[src/rtl/eviction_write_buffer_pkg.sv]
// Shared types for the L3 eviction write buffer.
// Field layout of D_PUSH, entry struct and drain FSM states.
package cache_pkg;

  localparam int ADDR_W    = 24;
  localparam int DATA_W    = 64;
  localparam int ENTRY_W   = 1 + ADDR_W + DATA_W;
  localparam int DIRTY_BIT = ENTRY_W - 1;
  localparam int ADDR_MSB  = DIRTY_BIT - 1;
  localparam int ADDR_LSB  = DATA_W;
  localparam int DATA_MSB  = DATA_W - 1;
  localparam int DATA_LSB  = 0;

  typedef struct packed {
    logic              dirty;
    logic [ADDR_W-1:0] addr;
    logic [DATA_W-1:0] data;
  } evict_entry_t;

  typedef enum logic {
    WB_IDLE = 1'b0,
    WB_REQ  = 1'b1
  } wb_state_t;

endpackage

[src/rtl/eviction_write_buffer_cam_match.sv]
// Age-ordered address CAM over the buffer entries.
// Ports: i_valid/i_tbl/i_key/i_head in; o_hit, o_onehot, o_idx (youngest match) out.
module eviction_cam_match
  import cache_pkg::*;
#(
  parameter int DEPTH  = 8,
  parameter int ADDR_W = cache_pkg::ADDR_W
) (
  input  logic [DEPTH-1:0]             i_valid,
  input  logic [DEPTH-1:0][ADDR_W-1:0] i_tbl,
  input  logic [ADDR_W-1:0]            i_key,
  input  logic [$clog2(DEPTH)-1:0]     i_head,
  output logic                         o_hit,
  output logic [DEPTH-1:0]             o_onehot,
  output logic [$clog2(DEPTH)-1:0]     o_idx
);

  localparam int PTR_W = $clog2(DEPTH);

  logic [PTR_W-1:0] w_i;
  logic [DEPTH-1:0] w_one;

  assign w_one = {{(DEPTH-1){1'b0}}, 1'b1};

  // Walk from oldest (head) to youngest; last match wins.
  always_comb begin
    o_hit = 1'b0;
    o_idx = '0;
    w_i   = '0;
    for (int k = 0; k < DEPTH; k++) begin
      w_i = i_head + PTR_W'(k);
      if (i_valid[w_i] && (i_tbl[w_i] == i_key)) begin
        o_hit = 1'b1;
        o_idx = w_i;
      end
    end
  end

  assign o_onehot = o_hit ? (w_one << o_idx) : '0;

endmodule

[src/rtl/eviction_write_buffer.sv]
// Eviction write buffer: queues dirty L3 lines, coalesces, drains to memory.
// Ports: CLK/Reset, Push/D_PUSH in; status, Mem_* handshake, Lookup_* probe.
module eviction_write_buffer
  import cache_pkg::*;
#(
  parameter int DEPTH  = 8,
  parameter int ADDR_W = cache_pkg::ADDR_W,
  parameter int DATA_W = cache_pkg::DATA_W
) (
  input  logic                     CLK,
  input  logic                     Reset,
  input  logic                     Push,
  input  logic [ADDR_W+DATA_W:0]   D_PUSH,
  output logic                     Full,
  output logic                     Empty,
  output logic [$clog2(DEPTH):0]   Count,
  output logic                     Overflow,
  output logic                     Mem_Req,
  output logic [ADDR_W-1:0]        Mem_Addr,
  output logic [DATA_W-1:0]        Mem_Data,
  input  logic                     Mem_Ack,
  input  logic [ADDR_W-1:0]        Lookup_Addr,
  output logic                     Lookup_Hit,
  output logic [DATA_W-1:0]        Lookup_Data
);

  localparam int PTR_W = $clog2(DEPTH);
  localparam int CNT_W = PTR_W + 1;
  localparam logic [CNT_W-1:0] CNT_FULL = CNT_W'(DEPTH);

  wb_state_t                  r_state;
  logic [DEPTH-1:0]           r_valid;
  logic [DEPTH-1:0][ADDR_W-1:0] r_addr;
  logic [DEPTH-1:0][DATA_W-1:0] r_data;
  logic [PTR_W-1:0]           r_head;
  logic [PTR_W-1:0]           r_tail;
  logic [CNT_W-1:0]           r_count;
  logic                       r_overflow;

  logic                       w_dirty;
  logic [ADDR_W-1:0]          w_paddr;
  logic [DATA_W-1:0]          w_pdata;
  logic [DEPTH-1:0]           w_head_oh;
  logic [DEPTH-1:0]           w_coal_valid;
  logic                       w_lk_hit;
  logic [DEPTH-1:0]           w_lk_oh;
  logic [PTR_W-1:0]           w_lk_idx;
  logic                       w_cm_hit;
  logic [DEPTH-1:0]           w_cm_oh;
  logic [PTR_W-1:0]           w_cm_idx;
  logic                       w_push;
  logic                       w_full;
  logic                       w_coal;
  logic                       w_app;
  logic                       w_drop;
  logic                       w_pop;

  assign w_dirty = D_PUSH[ADDR_W+DATA_W];
  assign w_paddr = D_PUSH[ADDR_W+DATA_W-1 -: ADDR_W];
  assign w_pdata = D_PUSH[DATA_W-1:0];

  // Head is being written to memory while in REQ; keep it out of coalescing.
  assign w_head_oh = {{(DEPTH-1){1'b0}}, 1'b1} << r_head;
  assign w_coal_valid = (r_state == WB_REQ) ? (r_valid & ~w_head_oh) : r_valid;

  eviction_cam_match #(
    .DEPTH  (DEPTH),
    .ADDR_W (ADDR_W)
  ) u_lookup (
    .i_valid  (r_valid),
    .i_tbl    (r_addr),
    .i_key    (Lookup_Addr),
    .i_head   (r_head),
    .o_hit    (w_lk_hit),
    .o_onehot (w_lk_oh),
    .o_idx    (w_lk_idx)
  );

  eviction_cam_match #(
    .DEPTH  (DEPTH),
    .ADDR_W (ADDR_W)
  ) u_coal (
    .i_valid  (w_coal_valid),
    .i_tbl    (r_addr),
    .i_key    (w_paddr),
    .i_head   (r_head),
    .o_hit    (w_cm_hit),
    .o_onehot (w_cm_oh),
    .o_idx    (w_cm_idx)
  );

  assign w_push = Push & w_dirty;
  assign w_full = (r_count == CNT_FULL);
  assign w_coal = w_push & (|w_cm_oh);
  assign w_app  = w_push & ~w_cm_hit & ~w_full;
  assign w_drop = w_push & ~w_cm_hit & w_full;
  assign w_pop  = (r_state == WB_REQ) & Mem_Ack;

  always_ff @(posedge CLK) begin
    if (Reset) begin
      r_state    <= WB_IDLE;
      r_valid    <= '0;
      r_head     <= '0;
      r_tail     <= '0;
      r_count    <= '0;
      r_overflow <= 1'b0;
    end else begin
      if (w_pop) begin
        r_valid[r_head] <= 1'b0;
        r_head          <= r_head + PTR_W'(1);
      end
      if (w_app) begin
        r_valid[r_tail] <= 1'b1;
        r_tail          <= r_tail + PTR_W'(1);
      end
      if (w_app && !w_pop) begin
        r_count <= r_count + CNT_W'(1);
      end else if (w_pop && !w_app) begin
        r_count <= r_count - CNT_W'(1);
      end
      if (w_drop) begin
        r_overflow <= 1'b1;
      end
      unique case (r_state)
        WB_IDLE: if (r_count != '0) r_state <= WB_REQ;
        WB_REQ:  if (Mem_Ack) r_state <= WB_IDLE;
      endcase
    end
  end

  always_ff @(posedge CLK) begin
    if (w_app) begin
      r_addr[r_tail] <= w_paddr;
      r_data[r_tail] <= w_pdata;
    end
    if (w_coal) begin
      r_data[w_cm_idx] <= w_pdata;
    end
  end

  assign Full        = w_full;
  assign Empty       = (r_count == '0);
  assign Count       = r_count;
  assign Overflow    = r_overflow;
  assign Mem_Req     = (r_state == WB_REQ);
  assign Mem_Addr    = Mem_Req ? r_addr[r_head] : '0;
  assign Mem_Data    = Mem_Req ? r_data[r_head] : '0;
  assign Lookup_Hit  = |w_lk_oh;
  assign Lookup_Data = w_lk_hit ? r_data[w_lk_idx] : '0;

endmodule
[config.mk]
export PLATFORM = sky130hd
export DESIGN_NAME = eviction_write_buffer
export DESIGN_NICKNAME = d
export VERILOG_FILES = /design/src/rtl/eviction_write_buffer_pkg.sv /design/src/rtl/eviction_write_buffer_cam_match.sv /design/src/rtl/eviction_write_buffer.sv
export SDC_FILE = /design/constraint.sdc
export NUM_CORES = 2
export LEC_CHECK = 0
export ABC_AREA = 1
export CORE_AREA = 2 2 379 381
export CTS_CLUSTER_DIAMETER = 60
export CTS_CLUSTER_SIZE = 40
export DETAILED_ROUTE_END_ITERATION = 10
export DIE_AREA = 0 0 381 383
export MAX_ROUTING_LAYER = met4
export PLACE_DENSITY_LB_ADDON = 0.25
export SYNTH_ARGS = -nofsm -noshare
export SYNTH_HDL_FRONTEND = slang
export SYNTH_HIERARCHICAL = 1
export SYNTH_SLANG_ARGS = --single-unit
[constraint.sdc]
create_clock -name CLK -period 11.75 [get_ports CLK]
set_input_delay 2.9375 -clock CLK [delete_from_list [all_inputs] [get_ports CLK]]
set_output_delay 2.9375 -clock CLK [all_outputs]
set_load 0.03 [all_outputs]
Word-level counts from Yosys, hierarchy flattened
Cells that the tools add are included.
{"block": "word_totals", "ff_bits": 724, "inputBits": 117, "out_inout_bits": 161, "elab_cells": 221}
{"block": "classes", "n_addsub": 10, "n_lt_le_gt_ge": 14, "n_eq_ne": 17, "n_shift": 3, "mux": 113, "bitwise": 14, "n_reduce_logical": 28}
{"op": "$bwmux W512", "count": 2}
{"op": "$mux W512", "count": 2}
{"op": "$bmux W24 S3", "count": 8}
{"op": "$bmux W64 S3", "count": 2}
{"op": "$demux W64 S3", "count": 2}
{"op": "$eq A24 B24 Y1", "count": 16}
{"op": "$mux W64", "count": 6}
{"op": "$mux W24", "count": 10}
{"op": "$bwmux W192", "count": 1}
{"op": "$demux W24 S3", "count": 1}
{"op": "$bmux W1 S3", "count": 16}
{"op": "$mux W3", "count": 16}
{"op": "$mux W8", "count": 6}
{"op": "$lt A3 B4 Y1 const B", "count": 11}
{"op": "$mux W1", "count": 36}
{"op": "$shl A1 B3 Y8 const A", "count": 3}
{"op": "$logic_and A1 B1 Y1", "count": 21}
{"op": "$and A8 B8 Y8", "count": 2}
{"op": "$not A8 Y8", "count": 2}
{"op": "$reduce_or A8 Y1", "count": 2}
{"op": "$add A3 B3 Y3 const B", "count": 4}
{"op": "$ge A3 B1 Y1 const B", "count": 3}
{"op": "$mux W4", "count": 2}
{"op": "$or A8 B8 Y8", "count": 1}
{"op": "13 further kinds", "count": 24}

Depth between registers and ports, before layout
{"block": "logic_depth", "word_depth": 22, "ltp_mapped": 40, "depth_no_buf": 35}

Cells and area by module
Netlist, hierarchy kept.
{"mod": "eviction_write_buffer", "instances": 1, "cells_each": 5128, "area_each_um2": 35856.9, "seq_area_each_um2": 16415.7}
{"mod": "eviction_cam_match", "instances": 2, "cells_each": 2257, "area_each_um2": 10251.1, "seq_area_each_um2": 0.0}

Worst setup path before layout
No wires, ideal clock.
{"block": "synth_timing", "path_kind": "input to output", "startpoint": "input Lookup_Addr[19]", "endpoint": "output Lookup_Data[55]", "t_arrival_ns": 5.715, "required_time_ns": 8.812, "path_slack_ns": 3.098, "path_stages": 22, "path_buffers": 4, "path_cell_list": "clkbuf_1 clkinv_1 nand2_1 nand2_1 nor2_1 nand4_1 nor2_1 nand2_1 nor2_2 nor2_1 nor2_1 nand2_1 nand2_1 nand2_1 nand2_2 buf_2 buf_2 clkbuf_1 o21ai_0 o211ai_1 nand2_1 nor2_1"}
{"block": "synth_between", "elab_chain_cells": 13, "word_cells_on_any_way": 35, "classes_between": "eq/ne: 8; mux: 19; reduce/logical: 8"}
{"element": "start: declaration", "line_no": "eviction_write_buffer.sv:22", "text": "input logic [ADDR_W-1:0] Lookup_Addr,"}
{"element": "$eq A24 B24 Y1", "line_no": "eviction_write_buffer_cam_match.sv:32", "text": "if (i_valid[w_i] && (i_tbl[w_i] == i_key)) begin"}
{"element": "$logic_and A1 B1 Y1", "line_no": "eviction_write_buffer_cam_match.sv:32"}
{"element": "$mux W3 (7 in a row)", "line_no": "eviction_write_buffer_cam_match.sv:32"}
{"element": "$mux W3 (*)", "line_no": "eviction_write_buffer_cam_match.sv:32"}
{"element": "named net w_lk_idx[0]", "line_no": "eviction_write_buffer.sv:47", "text": "logic [PTR_W-1:0] w_lk_idx;"}
{"element": "$bmux W64 S3 (*)", "line_no": "eviction_write_buffer.sv:149", "text": "assign Lookup_Data = w_lk_hit ? r_data[w_lk_idx] : '0;"}
{"element": "$mux W64 (not written as such) (*)", "line_no": "eviction_write_buffer.sv:149"}
{"element": "$mux W64 (*)", "line_no": "eviction_write_buffer.sv:149"}
{"element": "end: declaration", "line_no": "eviction_write_buffer.sv:24", "text": "output logic [DATA_W-1:0] Lookup_Data"}
The timed path passes the listed nets; every way through them passes the cells marked *. The select of a mux whose other input is x is not followed.

Final worst setup path
{"block": "layout_timing", "startpoint": "input Lookup_Addr[21]", "endpoint": "output Lookup_Data[18]"}
Same word-level chain as after synthesis.

==> flow_summary.ini <==
[global_routing]
grt_remaining_overflow = 0
grt_util_met3_pct = 5.96
grt_usage_pct = 39.8
grt_start_max_net_pins = 197
antenna_found_initial = 21
grt_pass1_wl_um = 426000
grt.met1_usage_pct = 47.0
met2_usage_pct = 61.9
grt_pass1_vias = 63200
busiest_layer = met2

[timing]
fin_crit_ns = 10.91
tns_ns = 0
finalSetupViolCount = 0
worst_pin_slew_ns = 1.27
holdWs_ns = 0.475
fin_ws_ns = 0.845
fmax_ghz = 0.0917
hold_viol = 0
maxSlewHeadroom_pct = 15.2
rsz0062_at_grt = false
fin_skew_ns = 0.0955
timing.final.crit_share_pct = 92.8
timing.final.max_slew_violations = 0

[clocking]
cts_max_path_buffers = 3
post_cts_resize_count = 0
clkTransAtPathRegs_ns = 0.07
cts_setup_buffers = 0
cts_root_buf = clkbuf_16
cts_buffers = 79
holdBufCountCts = 0
clk_latency_ns = 0.75
htreeDepth = 3
cts_tree = done
clock_sinks = 724

[power]
peakVddDrop_mv = 0.146
power.leakage_uw = 0.0274
power_uw = 12600
power.density_mw_per_mm2 = 203

[setup_path]
timing.rr.end = r_data[500]
crit_buf_inv = 5
r2r_cells = 34
startpoint = Lookup_Addr[21]
ff2ff_setup_slack_ns = 2.94
critPathKind = in -> out
cp_data_required_time_ns = 8.81
crit_family = simple AND/OR/NAND/NOR gates
crit_path_start_kind = input port
rr_startpoint = r_head[1]
slowest_stage = clkdlybuf4s50_1
critPathCapture = Lookup_Data[18]
worstPathArrival_ns = 7.97
slowest_delay_ns = 0.74
critical_path.cell_chain = clkdlybuf4s50_1 -> clkinv_1 -> nand2_1 -> nand2_1 -> nor2_1 -> nand2_1 -> nor3_1 -> nand2_1 -> nor2_2 -> inv_2 -> nor2_1 -> nor2_1 -> nand2_1 -> nand3_1 -> nand2_8 -> buf_12 -> nor2_1 -> nor2_1 -> o21ai_0 -> o211ai_1 -> nand2_1 -> nor2_1 -> clkdlybuf4s50_1
cp_max_fo = 95
crit_cells = 23
end_kind = output port

[finish]
syn_to_final_growth_pct = 9.95
final.fill_count = 15300
final_common_cell = nand2_1
num-nets-final = 9470
final_cell_mix = 3621 x nand2_1, 2356 x nand3_1, 651 x nor2_1
fin_util_pct = 43.6
drive_above_1_share_pct = 3.92

[place]
place_hpwl_um = 197000
io_buffers = 277
place_ws_ns = 1.01
place_congestion = 1.06

[flow_run]
timing.max_cap.violations = 0

[synthesis]
post_synth_instance_area_sq_mm = 0.0564
netlist-cell-type-count = 49
avgSynthCellArea_sq_um = 5.85
synth_nets = 9774
syn-instance-count = 9642
yosysWarnings = 6
synth-seq-cells = 724
seq_area_frac_synth_pct = 29.1

[drt]
drt-pass1-iter-count = 11
routed_via_density = 6.17
ant_nets = 0
drtIter0Drc = 9690
drc = 4
routedWlPerCell_um = 26.1
wl_um = 295000
via_count = 69900

[floorplan]
fp-row-count = 139
core_area_sq_mm = 0.142
ioPinCount = 278
start_util_pct = 39.6
die_w_um = 381
die-area_sq_mm = 0.146
die_h_um = 383

[run_status]
status = finished with violations
violations = design-rule violations

[min_path]
hold_path.class = reg -> reg
==> stage by stage <==
stage          std cells  cell area (sq um)
3_5_place_dp       11200              58900
4_1_cts            11300              61900
3_3_place_gp       11200              58900
6_report           11300              62000
2_1_floorplan       9642              56400
5_1_grt            11300              62000
==> cell type report <==
type | instances | area, sq um | share of cell area [%]
Tap cell | 1903 | 2380 | 3.84
Antenna cell | 22 | 55.1 | 0.0888
Inverter | 156 | 626 | 1.01
Clock inverter | 59 | 940 | 1.52
Timing Repair Buffer | 386 | 3740 | 6.04
Sequential cell | 724 | 16400 | 26.5
Clock buffer | 89 | 2040 | 3.30
Multi-Input combinational cell | 7991 | 35800 | 57.7
==> worst register-to-register path, delay by kind of cell, from the launching register on <==
kind,cells,cell delay (ns)
AND/OR/NAND/NOR,27,5.04
adder cells (fa/ha/maj),1,0.32
flip-flops,1,0.67
buffers and inverters,6,2.68
==> flip-flops by register name, indices dropped and copies added (netlist names) <==
| register | count |
|---|---|
| r_data | 512 |
| r_addr | 192 |
| r_valid | 8 |
| Count | 4 |
| r_head | 3 |
| r_tail | 3 |
| Mem_Req | 1 |
| Overflow | 1 |
==> routing by layer <==
layer  part of all wire, %  wire length, um  vias up
met4                   8.3            24600        0
met5                     0                0        -
li1                      -                -    31700
met1                    37           111000    32400
met2                    45           133000     4674
met3                   9.4            27800     1114
==> cells in the mapped netlist, drive strengths merged <==
cell | n | area share (%)
inv | 134 | 0.89
nor2 | 666 | 4.5
a221oi | 2 | 0.031
nand3 | 2357 | 21
o22ai | 83 | 0.92
nand2 | 3647 | 24
o211ai | 70 | 0.93
ha | 14 | 0.31
edfxtp | 192 | 10
dfxtp | 532 | 19
o21a | 3 | 0.040
and2 | 2 | 0.022
a211oi | 9 | 0.12
buf | 522 | 5.0
nor4 | 13 | 0.14
nor3 | 19 | 0.17
fa | 1 | 0.036
o221ai | 4 | 0.062
o2bb2ai | 2 | 0.031
o21ai | 499 | 4.4
a31oi | 7 | 0.078
a22o | 4 | 0.062
o21bai | 4 | 0.053
clkbuf | 249 | 1.7
xnor2 | 3 | 0.073
a21oi | 484 | 4.3
nand4 | 30 | 0.33
clkinv | 22 | 0.15
o31ai | 1 | 0.013
xor2 | 58 | 0.93
o2111ai | 4 | 0.062
a21boi | 2 | 0.027
or2 | 3 | 0.033
==> worst min path at each step <==
stage	start	to	slack (ns)	depth (start not counted)
final	r_data[127]	r_data[127]	0.48	2
after global routing	r_data[127]	r_data[127]	0.49	2
after CTS	r_data[127]	r_data[127]	0.47	2
after detailed placement	r_data[127]	r_data[127]	0.46	2
after global placement	r_data[511]	r_data[511]	0.46	2
after floorplan	r_data[511]	r_data[511]	0.45	2
==> cells by family after synthesis <==
| family | after synthesis | share of synthesized area, % |
|---|---|---|
| XOR/XNOR | 61 | 1.00 |
| flip-flops | 724 | 29.1 |
| AND/OR/NAND/NOR | 6737 | 50.6 |
| AO/OA/AOI/OAI | 1178 | 11.2 |
| adder cells (fa/ha/maj) | 15 | 0.346 |
| buffers and inverters | 927 | 7.75 |
==> power breakdown <==
group          total [uW]  internal, uW  switching [uW]
sequential           3350          2980             378
clock                2860          1560            1300
combinational        6340          1800            4540
No activity file was read; power rests on OpenSTA's default activity.
